--- src/rtl/set_cond_pipe.sv ---
// Two-stage pipelined set-on-condition unit: SEQ/SNE/SLT/SGT/SLE/SGE on signed or
// unsigned WIDTH-bit operands. Produces {WIDTH-1 zeros, cond} with valid/ready on both sides.
module set_cond_pipe #(
   parameter int WIDTH = 32
) (
   input  logic             clk,
   input  logic             rst,
   input  logic             in_valid,
   output logic             in_ready,
   input  logic [2:0]       in_op,
   input  logic             in_unsigned,
   input  logic [WIDTH-1:0] in_a,
   input  logic [WIDTH-1:0] in_b,
   output logic             out_valid,
   input  logic             out_ready,
   output logic [WIDTH-1:0] out_set,
   output logic             out_illegal
);

   typedef enum logic [2:0] {
      OP_SEQ = 3'b000,
      OP_SNE = 3'b001,
      OP_SLT = 3'b010,
      OP_SGT = 3'b011,
      OP_SLE = 3'b100,
      OP_SGE = 3'b101
   } op_e;

   // Stage 1 registers
   logic             s1_valid;
   logic [2:0]       s1_op;
   logic             s1_unsigned;
   logic [WIDTH-1:0] s1_a;
   logic [WIDTH-1:0] s1_b;

   // Stage 2 valid (out_set / out_illegal are the stage 2 data registers)
   logic             s2_valid;

   logic             s1_adv;
   logic             s2_adv;
   logic             s1_move;

   logic [WIDTH:0]   ext_a;
   logic [WIDTH:0]   ext_b;
   logic [WIDTH:0]   diff;
   logic             lt;
   logic             eq;
   logic             cond;
   logic             illegal;

   assign s2_adv    = !s2_valid || out_ready;
   assign s1_adv    = !s1_valid || s2_adv;
   assign s1_move   = s1_valid && s2_adv;
   assign in_ready  = s1_adv;
   assign out_valid = s2_valid;

   // One extra bit keeps the subtract from overflowing, so the top bit is the true sign.
   always_comb begin
      ext_a = {(s1_unsigned ? 1'b0 : s1_a[WIDTH-1]), s1_a};
      ext_b = {(s1_unsigned ? 1'b0 : s1_b[WIDTH-1]), s1_b};
      diff  = ext_a - ext_b;
      lt    = diff[WIDTH];
      eq    = (s1_a == s1_b);
   end

   // NOTE: every output of a combinational block gets a default first, so no path can infer a latch.
   always_comb begin
      cond    = 1'b0;
      illegal = 1'b0;
      case (s1_op)
         OP_SEQ:  cond = eq;
         OP_SNE:  cond = !eq;
         OP_SLT:  cond = lt;
         OP_SGT:  cond = !lt && !eq;
         OP_SLE:  cond = lt || eq;
         OP_SGE:  cond = !lt;
         default: illegal = 1'b1;
      endcase
   end

   // NOTE: operand registers are qualified by s1_valid, so they need no reset; only control and outputs clear.
   always_ff @(posedge clk) begin
      if (in_valid && in_ready) begin
         s1_op       <= in_op;
         s1_unsigned <= in_unsigned;
         s1_a        <= in_a;
         s1_b        <= in_b;
      end
   end

   // NOTE: sequential state uses non-blocking assignments so every register samples pre-edge values.
   always_ff @(posedge clk) begin
      if (rst) begin
         s1_valid    <= 1'b0;
         s2_valid    <= 1'b0;
         out_set     <= '0;
         out_illegal <= 1'b0;
      end else begin
         if (s1_adv) s1_valid <= in_valid;
         if (s2_adv) s2_valid <= s1_valid;
         if (s1_move) begin
            out_set     <= {{(WIDTH-1){1'b0}}, cond};
            out_illegal <= illegal;
         end
      end
   end

endmodule

--- config.mk ---
export PLATFORM = sky130hd
export DESIGN_NAME = set_cond_pipe
export DESIGN_NICKNAME = d
export VERILOG_FILES = /design/src/rtl/set_cond_pipe.sv
export SDC_FILE = /design/constraint.sdc
export NUM_CORES = 1
export LEC_CHECK = 0
export ABC_AREA = 1
export CORE_MARGIN = 4
export CORE_UTILIZATION = 31
export DETAILED_ROUTE_END_ITERATION = 8
export GPL_TIMING_DRIVEN = 1
export PLACE_DENSITY = 0.68
export SKIP_CTS_REPAIR_TIMING = 1
export SYNTH_ARGS = -nofsm -noshare
export SYNTH_HDL_FRONTEND = slang
export SYNTH_SLANG_ARGS = --single-unit
--- constraint.sdc ---
create_clock -name clk -period 3 [get_ports clk]
set_input_delay 0.75 -clock clk [delete_from_list [all_inputs] [get_ports clk]]
set_output_delay 0.75 -clock clk [all_outputs]
set_load 0.05 [all_outputs]
==> results by group <==
Clocking
  – CTS tree: yes
  – H-tree levels: 3
  – Clock slew at reported path FFs: 0.07 ns
  – Clock insertion delay at the later pin of the skew report: about 0.34 ns
  – CTS Sinks: slightly above 70
  – CTS root buf: clkbuf_8
  – Max clock buf depth: 2
  – CTS Buf Count: 9

STA
  – # setup viols final: 0
  – Final critical-path share of the clock period: around 77%
  – Worst-Margin Slew: between 0.5 and 0.6 ns
  – RSZ-0062 raised after global routing: false
  – Final Hold Vio Count: 0
  – Slew headroom: between 60% and 70%
  – Final worst setup slack: 0.701 ns
  – Final min period: between 2 and 2.5 ns
  – Fmax: 435 MHz
  – Pins Over Slew Limit: 0
  – Skew final: 0.00845 ns
  – Final setup TNS: 0 ns

Route
  – Wirelength per Cell: 11.2 µm
  – Antenna-violating nets left: 0
  – Vias: 2145
  – DRC viols: 0
  – DR pass1 iterations: 4
  – Routed WL: ~5900 µm
  – Starting DRT DRC Count: 67
  – Vias per cell: 4.10

Final layout
  – Fill cells: slightly above 1000
  – Most frequent cells in the layout: clkdlybuf4s50_1, edfxtp_1, nand2_1
  – Most common cell after layout, fill and taps aside: clkdlybuf4s50_1
  – Final Net Count: 482
  – Antenna cells: 0
  – Share of cells above drive strength 1: 7.83%
  – Area growth from synthesis to layout: 31.3%

Die
  – Area of the core: 10800 µm²
  – Die W: approximately 110 µm
  – I/O Pins: roughly 110
  – Total die area: between 10000 and 15000 µm²
  – Starting Density: 31.7%
  – FP Rows: 38
  – Die Ht: roughly 110 µm

Yosys
  – Area of the mapped netlist: between 3000 and 4000 µm²
  – Synth cell types: 21
  – Post-synth top area share: 59.4%
  – Synth Warn #: 0
  – Post-synthesis cell count: 292
  – Synthesized flop and latch total: 72
  – Synth area leaders: edfxtp_1, ha_1, buf_4
  – Cell taking the most area after synthesis: edfxtp_1
  – Post-synthesis sequential area ratio: between 60 and 70%
  – Mean post-synth cell area: roughly 12 µm²

Power and ir drop
  – Gate power share: between 10% and 20%
  – P_int: 1.86 mW
  – VDD IR max: 0.000292 V
  – Sequential Power Share: 48.7%
  – Clk pwr share: 36.7%
  – P_sw: 568 µW
  – Sw Ratio: 23.4%
  – Leakage power: 1.93 nW
  – Pwr Density: 537 nW/µm²

Critical path
  – Slowest stage delay, CP: 0.45 ns
  – Crit-path cells: clkdlybuf4s50_1 -> inv_1 -> nand3_1 -> buf_12
  – R2R Setup Slk: 0.99 ns
  – Crit path arrival time: 1.55 ns
  – Req. time, crit path: 2.25 ns
  – CP Capture Type: primary output
  – CP max FO: 3
  – Startpoint types: input port
  – Buffer and inverter count on the worst path: 3
  – Crit-path slowest cell: clkdlybuf4s50_1
  – CP startpoint: out_ready
  – RR Startpoint: s1_a[5]
  – WS Path Type: in2out
  – CP delay by family, top: buffers and inverters

Place
  – Hpwl dp: around 4600 µm
  – Port-buffer cells: between 70 and 80
  – GPL Wtd Cong: 0.732
  – Place WS: 0.680 ns

Global routing
  – Antenna violations before repair: 0
  – First-pass GRT wire length: roughly 9500 µm
  – Pin count of the biggest net entering global routing: approximately 70
  – GRT Total Usage: roughly a tenth
  – Vias in the first global route: around 2200
  – GRT Residual Overflow: 0

Min path
  – Hold crit path type: reg2reg
  – HP Start: out_illegal

Job
  – Max-cap violations: 0

Outcome
  – Status: finished clean
[through the flow]
stage / util [%] / cells / hold WS (ns) / area [µm²] / total power, mW
final: 41.6 / 523 / 0.465 / 4510 / 2.43
after global routing: 41.6 / 523 / 0.482 / 4510 / 2.54
after CTS: 41.6 / 523 / 0.468 / 4510 / 2.47
after detailed placement: 39.5 / 507 / 0.457 / 4280 / 1.56
after global placement: 39.5 / 507 / 0.457 / 4280 / 1.55
after floorplan: - / 322 / 0.496 / 3550 / 1.45
[final cells by class]
class	instances	area [µm²]	area share, %
tap	140	175	3.88
sequential	72	2120	47.0
multi-input combinational	172	1020	22.6
clock inverter	6	108	2.38
timing repair buffer	76	781	17.3
clock buffer	10	128	2.83
inverter	47	180	3.99
[sequential cells by signal, indices dropped and copies added (netlist names)]
signal,flops
s1_b,32
s1_op,3
s1_unsigned,1
out_valid,1
s1_valid,1
out_illegal,1
out_set,1
s1_a,32
[path summary, 6_finish.rpt]
path / end / cells past startpoint
hold reg to reg: out_illegal / 2
setup / recovery: in_ready / 4
setup reg to reg: out_set[0] / 15
hold / removal: out_illegal / 2
[kinds of logic after synthesis]
group           count (synthesis)  share of synthesized area [%]
compound gates                 25                           4.40
other cells                     1                          0.109
flops                          72                           61.7
simple gates                   84                           10.2
buf+inv                        78                           11.9
fa+ha+maj                      32                           11.6
[synthesized netlist by cell type]
master,instances
edfxtp_1,68
nand2_1,52
inv_1,44
ha_1,32
buf_4,31
a21oi_1,16
nor2_1,13
nand3_1,9
dfxtp_1,4
nand2_2,4
nand4_1,3
nor2_2,3
a21oi_2,2
inv_2,2
o21a_1,2
o21ai_1,2
a21o_1,1
a21oi_4,1
clkinv_1,1
conb_1,1
o21ai_0,1
[layer usage]
layer  share of wire (%)  vias to the layer above  global-route usage, %
met1                  41                      952                   10.4
met3                 8.6                       13                   3.85
li1                    -                     1083                      -
met2                  48                       97                   16.4
met4                 1.9                        0                   4.49
met5                   0                        -                      0
[power by group through the flow]
| stage | Combinational [mW] | Sequential [mW] | Clock (mW) |
|---|---|---|---|
| 5_1_grt | 0.391 | 1.19 | 0.966 |
| 3_5_place_dp | 0.355 | 1.21 | 0 |
| 4_1_cts | 0.357 | 1.18 | 0.926 |
| 6_report | 0.352 | 1.18 | 0.891 |
| 3_3_place_gp | 0.346 | 1.20 | 0 |
| 2_1_floorplan | 0.242 | 1.21 | 0 |
[worst min-delay path, cell delays in order, from the launching register on]
cell and delay, ns:
dfxtp_1 0.31, nand2_1 0.06, a21oi_1 0.05
Power figures use the tool's default switching activity.
